File: config.mk
export PLATFORM = sky130hd
export DESIGN_NAME = shift_arbiter_flat
export DESIGN_NICKNAME = d
export VERILOG_FILES = /design/src/rtl/shift_arbiter_if.sv /design/src/rtl/shift_arbiter.sv /design/src/flat_wrapper.sv
export SDC_FILE = /design/constraint.sdc
export NUM_CORES = 1
export LEC_CHECK = 0
export CORE_ASPECT_RATIO = 1.75
export CORE_MARGIN = 5
export CORE_UTILIZATION = 40
export CTS_CLUSTER_DIAMETER = 150
export CTS_CLUSTER_SIZE = 25
export DETAILED_ROUTE_END_ITERATION = 8
export PLACE_DENSITY = 0.76
export SETUP_SLACK_MARGIN = 0.2
export SLEW_MARGIN = 20
export SYNTH_ARGS = -nofsm -noshare
export SYNTH_HDL_FRONTEND = slang
export SYNTH_SLANG_ARGS = --single-unit
File: constraint.sdc
create_clock -name clk -period 5.4 [get_ports clk]
set_input_delay 0.81 -clock clk [delete_from_list [all_inputs] [get_ports clk]]
set_output_delay 0.81 -clock clk [all_outputs]
set_load 0.01 [all_outputs]
File: src/rtl/shift_arbiter_if.sv
// Request/response bundle for shift_arbiter. Requesters and the result consumer sit
// on the master side, and the arbiter sits on the slave side.
interface shift_arbiter_if #(
  parameter int N = 32,
  parameter int M = $clog2(N)
) ();
  logic [1:0]   req_valid;
  logic [1:0]   req_ready;
  logic [1:0]   req_op0;
  logic [1:0]   req_op1;
  logic [N-1:0] req_a0;
  logic [N-1:0] req_a1;
  logic [M-1:0] req_amt0;
  logic [M-1:0] req_amt1;
  logic         rsp_valid;
  logic         rsp_ready;
  logic         rsp_id;
  logic [N-1:0] rsp_data;
  logic         busy;

  modport master (
    output req_valid, req_op0, req_op1, req_a0, req_a1, req_amt0, req_amt1, rsp_ready,
    input  req_ready, rsp_valid, rsp_id, rsp_data, busy
  );

  modport slave (
    input  req_valid, req_op0, req_op1, req_a0, req_a1, req_amt0, req_amt1, rsp_ready,
    output req_ready, rsp_valid, rsp_id, rsp_data, busy
  );
endinterface

File: src/rtl/shift_arbiter.sv
// Two requesters share one iterative shifter/rotator that moves 1 bit per cycle.
// Access is granted round-robin, and a result is held until the consumer takes it.
module shift_arbiter #(
  parameter int N = 32,
  parameter int M = $clog2(N)
) (
  input  logic           clk,
  input  logic           rst_n,
  shift_arbiter_if.slave bus
);

  typedef enum logic [1:0] {
    IDLE = 2'b00,
    RUN  = 2'b01,
    DONE = 2'b10
  } state_t;

  state_t       state_r;
  state_t       state_nx_s;
  logic [N-1:0] acc_r;
  logic [M-1:0] cnt_r;
  logic [1:0]   op_r;
  logic         id_r;
  logic         last_grant_r;
  logic [1:0]   arb_s;
  logic [1:0]   grant_s;

  function automatic logic [N-1:0] shift_step(input logic [1:0] op, input logic [N-1:0] v);
    logic [N-1:0] r;
    case (op)
      2'b00:   r = {v[0], v[N-1:1]};
      2'b01:   r = {v[N-2:0], v[N-1]};
      2'b10:   r = {1'b0, v[N-1:1]};
      2'b11:   r = {v[N-1], v[N-1:1]};
      default: r = v;
    endcase
    return r;
  endfunction

  // Round-robin pick: on contention the requester that did not win last time wins now
  always_comb begin
    arb_s = 2'b00;
    if (bus.req_valid == 2'b11) begin
      arb_s = last_grant_r ? 2'b01 : 2'b10;
    end else begin
      arb_s = bus.req_valid;
    end
  end

  // Next-state and grant decode
  always_comb begin
    state_nx_s = state_r;
    grant_s    = 2'b00;
    case (state_r)
      IDLE: begin
        grant_s = arb_s;
        if (arb_s != 2'b00) begin
          state_nx_s = RUN;
        end else begin
          state_nx_s = IDLE;
        end
      end
      RUN: begin
        if (cnt_r == {M{1'b0}}) begin
          state_nx_s = DONE;
        end else begin
          state_nx_s = RUN;
        end
      end
      DONE: begin
        if (bus.rsp_ready) begin
          state_nx_s = IDLE;
        end else begin
          state_nx_s = DONE;
        end
      end
      default: state_nx_s = IDLE;
    endcase
  end

  // State register
  always_ff @(posedge clk or negedge rst_n) begin
    if (!rst_n) begin
      state_r <= IDLE;
    end else begin
      state_r <= state_nx_s;
    end
  end

  // Operation capture at acceptance, then one shift step per RUN cycle until cnt reaches zero
  always_ff @(posedge clk or negedge rst_n) begin
    if (!rst_n) begin
      acc_r        <= {N{1'b0}};
      cnt_r        <= {M{1'b0}};
      op_r         <= 2'b00;
      id_r         <= 1'b0;
      last_grant_r <= 1'b1;
    end else if (state_r == IDLE && grant_s != 2'b00) begin
      id_r         <= grant_s[1];
      last_grant_r <= grant_s[1];
      if (grant_s[1]) begin
        acc_r <= bus.req_a1;
        cnt_r <= bus.req_amt1;
        op_r  <= bus.req_op1;
      end else begin
        acc_r <= bus.req_a0;
        cnt_r <= bus.req_amt0;
        op_r  <= bus.req_op0;
      end
    end else if (state_r == RUN && cnt_r != {M{1'b0}}) begin
      acc_r <= shift_step(op_r, acc_r);
      cnt_r <= cnt_r - M'(1);
    end else begin
      acc_r <= acc_r;
      cnt_r <= cnt_r;
    end
  end

  assign bus.req_ready = grant_s & {2{rst_n}};
  assign bus.rsp_valid = (state_r == DONE);
  assign bus.rsp_data  = acc_r;
  assign bus.rsp_id    = id_r;
  assign bus.busy      = (state_r != IDLE);

endmodule

File: src/flat_wrapper.sv
// flat-port wrapper written by rule: the top's interface ports become plain ports
module shift_arbiter_flat 
#(
  parameter int N = 32,
  parameter int M = $clog2(N)
)
  (clk, rst_n, bus_req_valid, bus_req_op0, bus_req_op1, bus_req_a0, bus_req_a1, bus_req_amt0, bus_req_amt1, bus_rsp_ready, bus_req_ready, bus_rsp_valid, bus_rsp_id, bus_rsp_data, bus_busy);
  shift_arbiter_if #(.N(N), .M(M)) bus_i ();
  input  logic clk;
  input  logic rst_n;
  input wire logic [$bits(bus_i.req_valid)-1:0] bus_req_valid;
  input wire logic [$bits(bus_i.req_op0)-1:0] bus_req_op0;
  input wire logic [$bits(bus_i.req_op1)-1:0] bus_req_op1;
  input wire logic [$bits(bus_i.req_a0)-1:0] bus_req_a0;
  input wire logic [$bits(bus_i.req_a1)-1:0] bus_req_a1;
  input wire logic [$bits(bus_i.req_amt0)-1:0] bus_req_amt0;
  input wire logic [$bits(bus_i.req_amt1)-1:0] bus_req_amt1;
  input wire logic [$bits(bus_i.rsp_ready)-1:0] bus_rsp_ready;
  output wire logic [$bits(bus_i.req_ready)-1:0] bus_req_ready;
  output wire logic [$bits(bus_i.rsp_valid)-1:0] bus_rsp_valid;
  output wire logic [$bits(bus_i.rsp_id)-1:0] bus_rsp_id;
  output wire logic [$bits(bus_i.rsp_data)-1:0] bus_rsp_data;
  output wire logic [$bits(bus_i.busy)-1:0] bus_busy;
  assign bus_i.req_valid = bus_req_valid;
  assign bus_i.req_op0 = bus_req_op0;
  assign bus_i.req_op1 = bus_req_op1;
  assign bus_i.req_a0 = bus_req_a0;
  assign bus_i.req_a1 = bus_req_a1;
  assign bus_i.req_amt0 = bus_req_amt0;
  assign bus_i.req_amt1 = bus_req_amt1;
  assign bus_i.rsp_ready = bus_rsp_ready;
  assign bus_req_ready = bus_i.req_ready;
  assign bus_rsp_valid = bus_i.rsp_valid;
  assign bus_rsp_id = bus_i.rsp_id;
  assign bus_rsp_data = bus_i.rsp_data;
  assign bus_busy = bus_i.busy;
  shift_arbiter #(.N(N), .M(M)) u_core (.clk(clk), .rst_n(rst_n), .bus(bus_i));
endmodule
# --- Yosys cells after proc, flatten, opt, wreduce, memory -nomap -nowiden ---
# Index checks and enable logic that the tools add are counted.
totals:
  out_inout_bits: 37
  register_bits: 43
  wordCells: 42
classes:
  eq_ne: 7
  addsub: 1
  reduce_logical: 11
  mux: 15
  bitwise_logic: 1
ops:
  columns: ["op", "n"]
  rows:
  - ["case mux 32 bit (4 select lines)", 1]
  - ["2-to-1 mux 32 bit", 3]
  - ["2-to-1 mux 5 bit", 3]
  - ["2-to-1 mux 2 bit", 6]
  - ["== test 2 bit (second input constant)", 4]
  - ["nonzero test 2 bit", 4]
  - ["case mux 2 bit (3 select lines)", 1]
  - ["zero test 5 bit", 1]
  - ["nonzero test 5 bit", 1]
  - ["subtractor 5 x 1 -> 5 bit (second input constant)", 1]
  - ["== test 2 x 1 -> 1 bit (second input constant)", 2]
  - ["zero test 2 bit", 2]
  - ["AND 2 bit", 1]
  - ["logical AND 1 bit", 2]
  - ["inequality test 2 x 1 -> 1 bit (second input constant)", 1]
  - ["AND reduction 2 bit", 1]
  - ["2-to-1 mux 1 bit", 1]

# --- Longest topological paths before layout ---
# Gate-level depths: netlist (run 1).
depth:
  ltp_word: 7
  depth_mapped: 8
  ltp_nobuf: 6

# --- Least setup slack after synthesis (run 1) ---
# No wires, ideal clock.
synth_path:
  path_kind: "input -> output"
  startpoint: "input bus_req_valid[0]"
  endpoint: "output bus_req_ready[1]"
  t_arrival_ns: 1.561
  slack_ns: 3.029
  stages: 4
  path_cell_list: "nand2_1 > nand3_1 > buf_1 > nor2_1"
synth_between:
  elab_chain_cells: 4
synth_rtl:
  columns: ["item", "line", "text"]
  rows:
  - ["start, declared", "flat_wrapper.sv:11", "input wire logic [$bits(bus_i.req_valid)-1:0] bus_req_valid;"]
  - ["== test 2 bit", "shift_arbiter.sv:43", "if (bus.req_valid == 2'b11) begin"]
  - ["2-to-1 mux 2 bit", "shift_arbiter.sv:43", null]
  - ["2-to-1 mux 2 bit", "shift_arbiter.sv:54", "case (state_r)"]
  - ["AND 2 bit", "shift_arbiter.sv:119", "assign bus.req_ready = grant_s & {2{rst_n}};"]
  - ["end, declared", "flat_wrapper.sv:19", "output wire logic [$bits(bus_i.req_ready)-1:0] bus_req_ready;"]
# No other way between the ends.

# --- Worst setup path after layout (run 1) ---
layout_path:
  startpoint: "input rst_n"
  endpoint: "output bus_req_ready[0]"
layout_between:
  elab_chain_cells: 1
layout_rtl:
  columns: ["item", "line", "text"]
  rows:
  - ["start, declared", "flat_wrapper.sv:10", "input logic rst_n;"]
  - ["AND 2 bit", "shift_arbiter.sv:119", null]
# No other way between the ends.

==> metrics.txt, run 1 <==
final WL=7170 um; row cnt=40; final net count=439; register share of total power=0.290; Min-Delay Path Class=in -> async; setup TNS=0 ns; die area=9010 sq um; DRC violations left=0; Pwr Total=2.31 mW; Pre-antenna DRT Iters=4; synth-to-layout area growth=47.5%; number of CTS-inserted buffers=5; Worst-Margin Slew=0.898 ns; CTS tree=done; sw power=0.854 mW; die width=73.9 um; Yosys reg bits=43; combinational fraction of design power=0.586; Crit Path Max Fanout=27; # fillers=599; reg2reg end=u_core.bus.rsp_data[5]; Slew Viols, Final=0; fin cells=440; first-pass GRT wire length=11000 um; number of flops mapped to enable cells by yosys=0; Seq/Total Area, Yosys=0.377; Post-DP HPWL=5470 um; Util after Layout=0.611; Tmin final=3.21 ns; # diodes=0; post-route ant nets=0; crit path DAT=2.40 ns; vias in the first global route=2318; overflow left after global routing=0; Worst Skew=0.00499 ns; Top Ports=120; clock share of power=0.124; cells after synthesis=242; asr flop ratio synth=1.00; switch share=0.370; CP startpoint kind=primary input; CTS clk-pin slew, worst paths=0.06 ns; most numerous cell in the Yosys netlist=mux2i_1; Worst Setup End Kind=output pin; Die Span Y=122 um; Sink Count=43; setup bufs post-CTS=0; Power Dens Cells=548 nW/um^2; initial DRC count=91; Synth area leader=mux2i_1; GP Congestion=0.766; Mapped Nets=326; most frequent cells after synthesis=mux2i_1 (106), dfrtp_1 (42), mux2_2 (31), nand2_1 (8), nand3_1 (8); # hold bufs at CTS=0; layout cells sized above 1=0.135; total track usage=0.156; worst IR drop on VDD=0.000256 V; fmax=312 MHz; Root Buffer=clkbuf_16; reg-to-reg critical path startpoint=u_core.cnt_r[0]; r2r worst-path depth=6; Vias/cell=5.14; port buffer count=119; setup violators final=0; cell-internal power=1.46 mW; YS warnings=0; WP data required=4.59 ns; critical setup path kind=in -> out; Yosys top cell area share=0.371; syn avg cell area=11.8 sq um; drt wl/cell=16.3 um; area of the core=6910 sq um; largest net degree at the start of global routing=42; status=finished, final reports clean; H-tree level count=2; initial core utilization=0.414; dpl cells=432; Final period util=0.594; Relative slew margins=0.400; CTS max path bufs=2; Synth area leaders=mux2i_1 (37%), dfrtp_1 (37%), mux2_2 (12%); maxcap violations=0; final hold viol count=0; routed vias=2262; Netlist cell types=28; Synth Cell Area=2860 sq um; Worst-Skew Late Latency=0.28 ns; flop-to-flop setup slack=3.40 ns; post-CTS sizing=0; Synth Flop Type=dfrtp_1; crit path from=rst_n; Pleak=2.20 nW; RSZ-0062 raised after global routing=false; initial antenna violation count=0
power by group through the flow:
| stage | sequential [mW] | combinational, mW | clock (mW) |
|---|---|---|---|
| 2_1_floorplan | 0.688 | 0.906 | 0 |
| 3_3_place_gp | 0.672 | 1.35 | 0 |
| 3_5_place_dp | 0.676 | 1.37 | 0 |
| 4_1_cts | 0.671 | 1.38 | 0.296 |
| 5_1_grt | 0.695 | 1.48 | 0.308 |
| 6_report | 0.670 | 1.35 | 0.287 |
flip-flops by register name, indices dropped and copies added, names as in the netlist:
name / flops
u_core.bus.rsp_data: 32
u_core.bus.rsp_id: 1
u_core.cnt_r: 5
u_core.last_grant_r: 1
u_core.op_r: 2
u_core.state_r: 2
critical path: stages:
cell and delay (ns):
buf_2 0.35, buf_4 0.41, nand3_1 0.12, a21oi_1 0.14
clkdlybuf4s50_1 0.55
how the worst max path moves through the flow:
stage                             to  slack [ns]  depth (start not counted)
floorplan           bus_req_ready[1]        3.03                          4
global placement    bus_req_ready[0]        2.14                          5
detailed placement  bus_req_ready[0]        2.14                          5
CTS                 bus_req_ready[0]        2.12                          5
global route        bus_req_ready[0]        1.99                          5
finish              bus_req_ready[0]        2.19                          5
through the flow:
stage	setup WS [ns]	area (sq um)	hold WS, ns
floorplan	3.03	2860	0.446
global placement	2.14	4080	0.458
detailed placement	2.14	4080	0.467
CTS	2.12	4220	0.469
global route	1.99	4220	0.492
finish	2.19	4220	0.462
final cells by class:
| type | instances | area, sq um | area share |
|---|---|---|---|
| clock buffer | 6 | 129 | 0.0305 |
| inverter | 6 | 22.5 | 0.00534 |
| tap | 84 | 105 | 0.0249 |
| timing repair buffer | 122 | 1210 | 0.286 |
| multi-input combinational | 177 | 1660 | 0.394 |
| clock inverter | 2 | 12.5 | 0.00297 |
| sequential | 43 | 1080 | 0.255 |
cells in the final DEF, fill, tap and decap left out:
cell type	synthesis	routed
clkinv_2	0	1
nand3_1	8	7
and2_4	1	1
buf_2	7	1
nor2b_4	0	1
o2bb2ai_1	1	1
clkdlybuf4s50_1	0	118
mux2i_1	106	106
o21ai_4	0	1
dfstp_2	1	1
ha_1	1	1
a21oi_1	1	1
nor2b_1	3	2
o211ai_1	1	1
nand2b_1	1	1
a22oi_1	1	1
inv_1	6	6
clkinvlp_4	0	1
nand3_2	0	1
mux2_2	31	31
buf_4	0	3
clkbuf_16	0	5
clkbuf_1	3	1
nand2_1	8	8
o21ai_0	4	3
o21ai_1	1	1
xnor2_1	1	1
nor3_1	1	1
nor2_1	4	4
dfrtp_1	42	42
xor2_1	2	2
or4b_4	1	1
per-layer routing:
layer,GRT usage,part of all wire,vias up
met5,0,0,-
met4,0.0488,0.012,0
met3,0.0231,0.054,6
met2,0.308,0.58,60
met1,0.161,0.35,1091
li1,-,-,1105
cells by family (layout without fill, tap and decap cells):
family	after synthesis	after routing	synth area share
mux	137	137	0.493
flops	43	43	0.377
simple gates	27	27	0.0481
buf+inv	22	136	0.0499
compound gates	9	9	0.0188
xor+xnor	3	3	0.00919
fa+ha+maj	1	1	0.00437
Note: power is estimated with default switching activity, not from simulation.
==> run 2: changes to the inputs <==
--- a/config.mk
+++ b/config.mk
@@ -7,11 +7,11 @@
 export LEC_CHECK = 0
 export CORE_ASPECT_RATIO = 1.75
 export CORE_MARGIN = 5
-export CORE_UTILIZATION = 40
+export CORE_UTILIZATION = 39
 export CTS_CLUSTER_DIAMETER = 150
 export CTS_CLUSTER_SIZE = 25
 export DETAILED_ROUTE_END_ITERATION = 8
-export PLACE_DENSITY = 0.76
+export PLACE_DENSITY = 0.77
 export SETUP_SLACK_MARGIN = 0.2
 export SLEW_MARGIN = 20
 export SYNTH_ARGS = -nofsm -noshare
==> constraint.sdc (replaced) <==
create_clock -name clk -period 2.92 [get_ports clk]
set_input_delay 0.438 -clock clk [delete_from_list [all_inputs] [get_ports clk]]
set_output_delay 0.438 -clock clk [all_outputs]
set_load 0.01 [all_outputs]
==> run 2 against run 1 <==
- power grew 91%
- sequential share of layout area fell by 0.33 points
- highest routed layer unchanged
- via count down 0.13%
==> metrics.txt, run 2 (synthesis gave the netlist of run 1 again) <==
Worst Setup End Kind=output pin; GP Congestion=0.753; WP data required=2.48 ns; area of the core=7180 sq um; setup bufs post-CTS=0; CP max stage delay=0.56 ns; critical path cell sequence=nor2_1 > nand3_2 > nor2_1 > clkdlybuf4s50_1; port buffer count=119; Top delay family on crit path=simple AND/OR/NAND/NOR gates; reg-to-reg critical path startpoint=u_core.cnt_r[0]; flop-to-flop setup slack=0.90 ns; routed vias=2259; post-CTS sizing=0; RSZ-0062 raised after global routing=false; most frequent cells in the layout=clkdlybuf4s50_1 (118), mux2i_1 (106), dfrtp_1 (42), mux2_2 (31), nand2_1 (8); final hold viol count=0; layout cells sized above 1=0.140; largest net degree at the start of global routing=47; reg2reg end=u_core.bus.rsp_data[14]; Min-Delay Path Class=in -> async; initial DRC count=67; # diodes=0; initial antenna violation count=0; status=finished, final reports clean; setup violators final=0; initial core utilization=0.398; Multi-input gate area=1660 sq um; Root Buffer=clkbuf_16; vias in the first global route=2412; Die Span Y=123 um; # fillers=638; hold_ws=0.143 ns; Final period util=0.779; r2r worst-path depth=6; critical path's slowest cell=clkdlybuf4s50_1; Top Ports=120; dpl ws=0.612 ns; Post-DP HPWL=5650 um; fmax=439 MHz; Worst Skew=0.00767 ns; Levels on crit path=4; DRC violations left=0; H-tree level count=2; worst setup path end=bus_req_ready[1]; total track usage=0.163; Power Dens Cells=1030 nW/um^2; post-route ant nets=0; crit path DAT=1.84 ns; die width=74.7 um; critical setup path kind=reg -> out; setup TNS=0 ns; most common cell after layout, fill and taps aside=clkdlybuf4s50_1; setup ws final=0.644 ns; Tmin final=2.28 ns; synth-to-layout area growth=49.4%; drt wl/cell=17.0 um; CTS clk-pin slew, worst paths=0.06 ns; cell mode on critical path=nor2_1; Pleak=2.23 nW; Worst-Margin Slew=0.844 ns; # hold bufs at CTS=0; Relative slew margins=0.436; Vias/cell=5.10; maxcap violations=0; CP startpoint kind=flip-flop; Crit Path Max Fanout=4; number of CTS-inserted buffers=5; row cnt=41; Slew Viols, Final=0; max FFs per register=32; Pre-antenna DRT Iters=3; FF+latch area=1080 sq um; final WL=7540 um; crit path from=u_core.state_r[1]; Buf+Inv Stages, Crit Path=1; overflow left after global routing=0; Sink Count=43; die area=9210 sq um; CTS tree=done; CTS max path bufs=2; first-pass GRT wire length=11500 um; Worst-Skew Late Latency=0.28 ns; Util after Layout=0.595; final net count=440; worst IR drop on VDD=0.000454 V
run 2: cell count changes in the layout (fill, tap and decap cells not counted):
cell and change:
clkbuf_1 -1, clkbuf_8 +1, buf_12 +1, clkinvlp_4 -1
bufinv_16 +1
run 2: how the worst min path moves through the flow:
stage               slack (ns)  start                 endpoint
floorplan                 0.14  rst_n   u_core.bus.rsp_data[0]
CTS                       0.15  rst_n        u_core.bus.rsp_id
global placement          0.45  rst_n  u_core.bus.rsp_data[26]
finish                    0.14  rst_n        u_core.bus.rsp_id
detailed placement        0.45  rst_n        u_core.bus.rsp_id
global route              0.17  rst_n        u_core.bus.rsp_id
run 2: layout make-up:
type	count	area share
multi-input cells	177	0.389
repair buffers	123	0.287
flip-flops and latches	43	0.252
clock buffers	6	0.0325
well taps	86	0.0252
clock inverters	2	0.00820
inverters	6	0.00527
run 2: metal layers:
metal / up-vias / track usage / wire length, um
met5: - / 0 / 0
met4: 0 / 0.0646 / 172
met3: 10 / 0.0244 / 342
met2: 60 / 0.319 / 4380
met1: 1084 / 0.163 / 2650
li1: 1105 / - / -
run 2: stage by stage:
stage / instances / power, mW / area (sq um)
finish: 443 / 4.41 / 4270
global route: 443 / 4.73 / 4270
CTS: 443 / 4.48 / 4270
detailed placement: 435 / 3.81 / 4100
global placement: 435 / 3.74 / 4100
floorplan: 242 / 2.95 / 2860
run 2: power by group:
group          switching (mW)  internal [mW]  total [mW]
logic                    1.06           1.46        2.52
clock network           0.226          0.425       0.652
registers               0.313          0.927        1.24
